[config.mk]
export PLATFORM = sky130hd
export DESIGN_NAME = gs_mapper_flat
export DESIGN_NICKNAME = d
export VERILOG_FILES = /design/src/rtl/gs_mapper_pkg.sv /design/src/rtl/gs_mapper_if.sv /design/src/rtl/gs_mapper_io_qual.sv /design/src/rtl/gs_mapper.sv /design/src/flat_wrapper.sv
export SDC_FILE = /design/constraint.sdc
export NUM_CORES = 1
export LEC_CHECK = 0
export CORE_UTILIZATION = 45
export DETAILED_ROUTE_END_ITERATION = 6
export GPL_TIMING_DRIVEN = 0
export PLACE_DENSITY = 0.74
export SLEW_MARGIN = 20
export SYNTH_ARGS = -nofsm -noshare
export SYNTH_HDL_FRONTEND = slang
export SYNTH_HIERARCHICAL = 1
export SYNTH_SLANG_ARGS = --single-unit
[constraint.sdc]
create_clock -name clkin -period 6 [get_ports clkin]
set_input_delay 1.5 -clock clkin [delete_from_list [all_inputs] [get_ports clkin]]
set_output_delay 1.5 -clock clkin [all_outputs]
set_load 0.03 [all_outputs]
[src/rtl/gs_mapper_pkg.sv]
// gs_mapper_pkg: shared types and constants for the Z80 page mapper.
//   io_state_e  - I/O qualifier FSM states
//   page_reg_t  - one window page register {ram, wp, page[5:0]}
//   RAM_BIT/WP_BIT - bit positions of the flags in the I/O data byte
package gs_mapper_pkg;

    localparam int unsigned RAM_BIT    = 7;
    localparam int unsigned WP_BIT     = 6;
    localparam int unsigned MAX_PAGE_W = 6;
    // Register index width wide enough for the largest window count (16)
    localparam int unsigned IDX_W      = 4;

    typedef enum logic [1:0] {
        ST_IDLE = 2'd0,
        ST_QUAL = 2'd1,
        ST_HOLD = 2'd2
    } io_state_e;

    // Layout matches the I/O data byte, so a register packs directly to 8 bits
    typedef struct packed {
        logic                  ram;
        logic                  wp;
        logic [MAX_PAGE_W-1:0] page;
    } page_reg_t;

    function automatic page_reg_t make_reg(input logic ram, input logic wp,
                                           input logic [MAX_PAGE_W-1:0] page);
        page_reg_t r;
        r.ram  = ram;
        r.wp   = wp;
        r.page = page;
        return r;
    endfunction

endpackage

[src/rtl/gs_mapper_if.sv]
// gs_mapper_if: Z80 bus as seen by the mapper.
//   master - CPU side: drives strobes, address and write data
//   slave  - mapper side: drives readback data and its enable
interface gs_mapper_if;

    logic        mreq_n;
    logic        iorq_n;
    logic        rd_n;
    logic        wr_n;
    logic [15:0] a;
    logic [7:0]  d_in;
    logic [7:0]  d_out;
    logic        d_oe;

    modport master (
        output mreq_n, iorq_n, rd_n, wr_n, a, d_in,
        input  d_out, d_oe
    );

    modport slave (
        input  mreq_n, iorq_n, rd_n, wr_n, a, d_in,
        output d_out, d_oe
    );

endinterface

[src/rtl/gs_mapper_io_qual.sv]
// gs_io_qual: two-sample strobe qualifier and I/O cycle FSM.
//   clk_i, rst_i     - clock, synchronous active-high reset
//   hit_i            - mapper port decoded this sample
//   iorq_n_i, rd_n_i, wr_n_i - Z80 strobes
//   idx_i            - register index from the address
//   commit_c_o       - write commits on this edge (combinational)
//   rd_start_c_o     - a read cycle is being accepted on this edge
//   rd_active_o      - registered: accepted read cycle in progress
//   idx_o            - registered index latched at cycle start
module gs_io_qual
    import gs_mapper_pkg::*;
(
    input  logic             clk_i,
    input  logic             rst_i,
    input  logic             hit_i,
    input  logic             iorq_n_i,
    input  logic             rd_n_i,
    input  logic             wr_n_i,
    input  logic [IDX_W-1:0] idx_i,
    output logic             commit_c_o,
    output logic             rd_start_c_o,
    output logic             rd_active_o,
    output logic [IDX_W-1:0] idx_o
);

    io_state_e        state_q, state_d;
    logic             is_wr_q, is_wr_d;
    logic             rd_active_q, rd_active_d;
    logic [IDX_W-1:0] idx_q, idx_d;
    logic             strobe_lo;

    // The strobe that opened the cycle must still be low on the second sample
    assign strobe_lo = is_wr_q ? !wr_n_i : !rd_n_i;

    // Reset parks in HOLD so a cycle in flight at release never commits
    always_ff @(posedge clk_i) begin
        if (rst_i) begin
            state_q     <= ST_HOLD;
            is_wr_q     <= 1'b0;
            rd_active_q <= 1'b0;
            idx_q       <= '0;
        end else begin
            state_q     <= state_d;
            is_wr_q     <= is_wr_d;
            rd_active_q <= rd_active_d;
            idx_q       <= idx_d;
        end
    end

    // Next-state and pulse outputs
    always_comb begin
        state_d      = state_q;
        is_wr_d      = is_wr_q;
        idx_d        = idx_q;
        commit_c_o   = 1'b0;
        rd_start_c_o = 1'b0;

        case (state_q)
            ST_IDLE: begin
                if (hit_i && (!wr_n_i || !rd_n_i)) begin
                    state_d      = ST_QUAL;
                    is_wr_d      = !wr_n_i;
                    idx_d        = idx_i;
                    rd_start_c_o = wr_n_i;
                end
            end
            ST_QUAL: begin
                if (hit_i && strobe_lo) begin
                    state_d    = ST_HOLD;
                    commit_c_o = is_wr_q;
                end else begin
                    state_d = ST_IDLE;
                end
            end
            ST_HOLD: begin
                if (iorq_n_i) begin
                    state_d = ST_IDLE;
                end
            end
            default: begin
                state_d = ST_IDLE;
            end
        endcase

        rd_active_d = rd_start_c_o || (rd_active_q && (state_d != ST_IDLE));
    end

    assign rd_active_o = rd_active_q;
    assign idx_o       = idx_q;

endmodule

[src/rtl/gs_mapper.sv]
// gs_mapper: Z80 memory page mapper with NWIN windows of 64K/NWIN each.
//   clkin, coldres  - clock, synchronous active-high reset
//   z80 (slave)     - Z80 strobes, address, write data; readback d_out/d_oe
//   mema            - page number of the addressed window
//   romcs_n/ramcs_n - chip selects from the window's ram flag
//   memoe_n/memwe_n - memory strobes (write blocked by the wp flag)
// Optional: define GS_MAPPER_READBACK_EN to enable register readback on I/O reads.
module gs_mapper
    import gs_mapper_pkg::*;
#(
    parameter int unsigned NWIN      = 4,
    parameter int unsigned PAGE_W    = 6,
    parameter logic [7:0]  PORT_BASE = 8'h40
) (
    input  logic              clkin,
    input  logic              coldres,
    gs_mapper_if.slave        z80,
    output logic [PAGE_W-1:0] mema,
    output logic              romcs_n,
    output logic              ramcs_n,
    output logic              memoe_n,
    output logic              memwe_n
);

    localparam int unsigned         WIN_W     = $clog2(NWIN);
    localparam logic [7:0]          IDX_MASK  = 8'(NWIN - 1);
    localparam logic [MAX_PAGE_W-1:0] PAGE_MASK = MAX_PAGE_W'((1 << PAGE_W) - 1);

    page_reg_t        regs_q [NWIN];
    page_reg_t        regs_d [NWIN];
    logic             port_hit_c;
    logic [IDX_W-1:0] port_idx;
    logic [WIN_W-1:0] win;
    logic             mem_sel_c;
    logic             commit_c;
    logic             rd_start_c;
    logic             rd_active;
    logic [IDX_W-1:0] wr_idx;
    logic             unused_bits;

    // Port decode: I/O-only cycle whose address matches the base ignoring index bits
    assign port_hit_c = !z80.iorq_n && z80.mreq_n &&
                        ((z80.a[7:0] & ~IDX_MASK) == PORT_BASE);
    assign port_idx   = IDX_W'(z80.a[WIN_W-1:0]);
    assign win        = z80.a[15 -: WIN_W];

    gs_io_qual u_qual (
        .clk_i        (clkin),
        .rst_i        (coldres),
        .hit_i        (port_hit_c),
        .iorq_n_i     (z80.iorq_n),
        .rd_n_i       (z80.rd_n),
        .wr_n_i       (z80.wr_n),
        .idx_i        (port_idx),
        .commit_c_o   (commit_c),
        .rd_start_c_o (rd_start_c),
        .rd_active_o  (rd_active),
        .idx_o        (wr_idx)
    );

    // Register write; an index that matches no window is simply dropped
    always_comb begin
        for (int i = 0; i < int'(NWIN); i++) begin
            regs_d[i] = regs_q[i];
            if (commit_c && (wr_idx == IDX_W'(i))) begin
                regs_d[i] = make_reg(z80.d_in[RAM_BIT], z80.d_in[WP_BIT],
                                     z80.d_in[MAX_PAGE_W-1:0] & PAGE_MASK);
            end
        end
    end

    // Page registers; reset maps window i to page i
    always_ff @(posedge clkin) begin
        for (int i = 0; i < int'(NWIN); i++) begin
            if (coldres) begin
                regs_q[i] <= make_reg(1'b0, 1'b0, MAX_PAGE_W'(i) & PAGE_MASK);
            end else begin
                regs_q[i] <= regs_d[i];
            end
        end
    end

    // Memory decode: only a pure memory cycle selects anything
    assign mem_sel_c = !z80.mreq_n && z80.iorq_n;

    always_comb begin
        mema    = '0;
        romcs_n = 1'b1;
        ramcs_n = 1'b1;
        memoe_n = 1'b1;
        memwe_n = 1'b1;
        if (mem_sel_c) begin
            mema    = regs_q[win].page[PAGE_W-1:0];
            romcs_n = regs_q[win].ram;
            ramcs_n = !regs_q[win].ram;
            memoe_n = z80.rd_n;
            memwe_n = z80.wr_n | regs_q[win].wp;
        end
    end

`ifdef GS_MAPPER_READBACK_EN
    logic [7:0] rb_q, rb_d;

    // Readback byte captured as the read cycle is accepted
    always_comb begin
        rb_d = rb_q;
        if (rd_start_c) begin
            rb_d = 8'(regs_q[z80.a[WIN_W-1:0]]);
        end
    end

    always_ff @(posedge clkin) begin
        if (coldres) begin
            rb_q <= 8'h00;
        end else begin
            rb_q <= rb_d;
        end
    end

    assign z80.d_oe  = rd_active && !coldres;
    assign z80.d_out = z80.d_oe ? rb_q : 8'h00;
`else
    logic unused_rb;
    assign unused_rb = ^{rd_start_c, rd_active};
    assign z80.d_oe  = 1'b0;
    assign z80.d_out = 8'h00;
`endif

    // Address bits between the window and port fields are not decoded
    assign unused_bits = ^{z80.a, z80.d_in};

endmodule
[src/flat_wrapper.sv]
// flat-port wrapper written by rule: the top's interface ports become plain ports
module gs_mapper_flat import gs_mapper_pkg::*;
#(
    parameter int unsigned NWIN      = 4,
    parameter int unsigned PAGE_W    = 6,
    parameter logic [7:0]  PORT_BASE = 8'h40
)
  (clkin, coldres, mema, romcs_n, ramcs_n, memoe_n, memwe_n, z80_mreq_n, z80_iorq_n, z80_rd_n, z80_wr_n, z80_a, z80_d_in, z80_d_out, z80_d_oe);
  gs_mapper_if z80_i ();
  input  logic clkin;
  input  logic coldres;
  output logic [PAGE_W-1:0] mema;
  output logic romcs_n;
  output logic ramcs_n;
  output logic memoe_n;
  output logic memwe_n;
  input wire logic [$bits(z80_i.mreq_n)-1:0] z80_mreq_n;
  input wire logic [$bits(z80_i.iorq_n)-1:0] z80_iorq_n;
  input wire logic [$bits(z80_i.rd_n)-1:0] z80_rd_n;
  input wire logic [$bits(z80_i.wr_n)-1:0] z80_wr_n;
  input wire logic [$bits(z80_i.a)-1:0] z80_a;
  input wire logic [$bits(z80_i.d_in)-1:0] z80_d_in;
  output wire logic [$bits(z80_i.d_out)-1:0] z80_d_out;
  output wire logic [$bits(z80_i.d_oe)-1:0] z80_d_oe;
  assign z80_i.mreq_n = z80_mreq_n;
  assign z80_i.iorq_n = z80_iorq_n;
  assign z80_i.rd_n = z80_rd_n;
  assign z80_i.wr_n = z80_wr_n;
  assign z80_i.a = z80_a;
  assign z80_i.d_in = z80_d_in;
  assign z80_d_out = z80_i.d_out;
  assign z80_d_oe = z80_i.d_oe;
  gs_mapper #(.NWIN(NWIN), .PAGE_W(PAGE_W), .PORT_BASE(PORT_BASE)) u_core (.clkin(clkin), .coldres(coldres), .z80(z80_i), .mema(mema), .romcs_n(romcs_n), .ramcs_n(ramcs_n), .memoe_n(memoe_n), .memwe_n(memwe_n));
endmodule
==> impl_metrics.tcl, run 1 <==
set metrics [dict create \
    fin_setup_tns_ps 0 \
    ctsResizeCount 0 \
    fin_cells 256 \
    io_buffers 32 \
    grt_max_degree 13 \
    power.total_w 0.000534 \
    drt-vias-per-instance 5.59 \
    grt_overflow_total 0 \
    dieArea_um2 4580 \
    drive_gt1_share_pct 11.7 \
    peakVddDrop_v 0.000127 \
    num_vias 1431 \
    timing.fmax_ghz 0.193 \
    r2r_slack_ps 4070 \
    critPathMaxFanout 8 \
    arrival_ps 3680 \
    drt_iter0_markers 95 \
    rows 23 \
    crit_path_max_incr_delay_ps 690 \
    fin_skew_ps 6.09 \
    clock-sinks 39 \
    fin_crit_ps 5180 \
    worst_slack_ps 818 \
    grt_util_met3_pct 6.08 \
    diodes 0 \
    met2_usage_pct 34.0 \
    grtUsageMet1_pct 23.0 \
    die_x_um 67.7 \
    clk_path_buf_depth 2 \
    die-height_um 67.7 \
    cts-htree-levels 2 \
    cp_slowest_cell "clkdlybuf4s50_1" \
    holdPathStages 2 \
    antenna_found_initial 0 \
    rsz0062_at_grt "false" \
    syn_to_final_growth_pct 26.0 \
    wire_per_inst_um 16.4 \
    placedCellCount 248 \
    worstPathCellList "clkdlybuf4s50_1 > or3b_2 > clkbuf_1 > o22ai_1 > clkdlybuf4s50_1" \
    first_global_vias 1401 \
    holdPathEnd "u_core/u_qual/idx_o[2]$_SDFFE_PP0P_" \
    hp-start "u_core/u_qual/idx_o[2]$_SDFFE_PP0P_" \
    maxSlewHeadroom_pct 57.6 \
    core_area_um2 4060 \
    io_pins 49 \
    endpoint_kind "output port" \
    crit_type "in -> out" \
    routed_wl_um 4190 \
    hold_class "reg -> reg" \
    antenna_left 0 \
    status "finished, final reports clean" \
    busiest_layer "met2" \
    setup_viol 0 \
    crit_required_ps 4500 \
    numCtsBuffers 5 \
    cts.clk_slew.worst_paths_ps 70 \
    avgSynthCellArea_um2 12.4 \
    synthesis.area_um2 1940 \
    dp.final_hpwl_um 2970 \
    worst_pin_slew_ps 635 \
    power.density_nw_per_um2 218 \
    clockRootBuffer "clkbuf_8" \
    grt_usage_pct 20.4 \
    cts_hold_buf 0 \
    worst_path_most_repeated_cell "clkdlybuf4s50_1" \
    start_util_pct 47.9 \
    period_share_pct 86.4 \
    dr.pass1.iters 4 \
    crit_path_start_kind "input port" \
    place_ws_ps 782 \
    rr_worst_depth 4 \
    syn_inst 156 \
    clk_latency_ps 280 \
    leakage_nw 1.01 \
    finalMaxSlewViolations 0 \
    post_cts_buffers 0 \
    timing.rr.end "u_core/regs_q[0][2]$_SDFFCE_PN0P_" \
    drc 0 \
    finalNetCount 235 \
    ys_warn_count 6 \
    tritoncts "yes" \
    grt_first_pass_wirelength_um 6470 \
    reg2reg_from "u_core/u_qual/state_q[1]$_SDFF_PP1_" \
    max_cap_viol_count 0 \
    gp_congestion 0.740 \
    hold_viol 0 \
]
worst max-delay path by stage:
stage / from / endpoint / slack (ps) / cells after the start
6_report: z80_iorq_n / mema[3] / 820 / 5
5_1_grt: z80_iorq_n / mema[4] / 710 / 5
4_1_cts: z80_iorq_n / mema[3] / 790 / 5
3_5_place_dp: z80_iorq_n / mema[3] / 780 / 5
3_3_place_gp: z80_iorq_n / mema[5] / 830 / 5
2_1_floorplan: z80_a[14] / mema[3] / 1880 / 3
sequential cells by signal, summed over array words and instances (netlist names):
| signal | count |
|---|---|
| u_core/regs_q | 32 |
| u_core/u_qual/idx_o | 4 |
| u_core/u_qual/is_wr_q | 1 |
| u_core/u_qual/state_q | 2 |
final cells by class:
type	instances	area, um2
clock inverter	3	15.0
fill	325	1610
multi-input combinational	110	778
buffer	17	100
timing repair buffer	32	320
clock buffer	5	68.8
tap	50	62.6
sequential	39	1100
metrics by stage:
step | hold slack (ps) | utilization [%] | cell area [um2]
6_report | 516 | 60.3 | 2450
2_1_floorplan | 477 | - | 1980
3_3_place_gp | 484 | 58.2 | 2360
4_1_cts | 512 | 60.3 | 2450
5_1_grt | 537 | 60.3 | 2450
3_5_place_dp | 501 | 58.2 | 2360
placed cells by master, fill, tap and decap left out:
cell and n:
or3b_4 1, nand2b_1 1, dfxtp_1 7, o22ai_1 6
a311o_1 1, a21oi_1 5, nor3_1 1, edfxtp_1 32
mux4_2 1, nor2_1 2, and2_1 2, a22oi_1 1
nor2b_1 3, nand3_1 4, or4b_1 1, nor3b_1 3
nor4b_1 1, and4b_1 2, and3_1 28, or3b_2 2
nand2_1 1, clkbuf_1 5, clkinvlp_4 1, o21ai_1 5
clkinv_1 2, clkdlybuf4s50_1 32, buf_2 2, buf_1 1
mux2i_1 15, nand3b_1 5, clkbuf_8 5, o22a_1 1
and3b_2 1, conb_1 11, nor4b_2 1, nor3b_4 1
a21o_1 4, buf_4 9
worst max-delay path, delay by kind of cell:
kind / cells / cell delay (ps)
AOI/OAI and AO/OA: 1 / 210
buffers and inverters: 3 / 1500
and+or+nand+nor: 1 / 460
power breakdown:
group          switching (W)  internal [W]
Combinational      0.0000358     0.0000318
Clock              0.0000865     0.0000788
Sequential        0.00000242      0.000298
per-layer routing:
metal | share of wire, % | routed length, um
met5 | 0 | 0
met4 | 0.76 | 32
met3 | 6.2 | 260
met2 | 54 | 2260
met1 | 39 | 1640
No activity file was read; power rests on OpenSTA's default activity.
==> inputs of run 2 (changes only) <==
--- a/config.mk
+++ b/config.mk
@@ -9,7 +9,7 @@
 export DETAILED_ROUTE_END_ITERATION = 6
 export GPL_TIMING_DRIVEN = 0
 export PLACE_DENSITY = 0.74
-export SLEW_MARGIN = 20
+export SLEW_MARGIN = 30
 export SYNTH_ARGS = -nofsm -noshare
 export SYNTH_HDL_FRONTEND = slang
 export SYNTH_HIERARCHICAL = 1
==> results of run 2 <==
Final layout, timing and power as in run 1 (identical DEF).
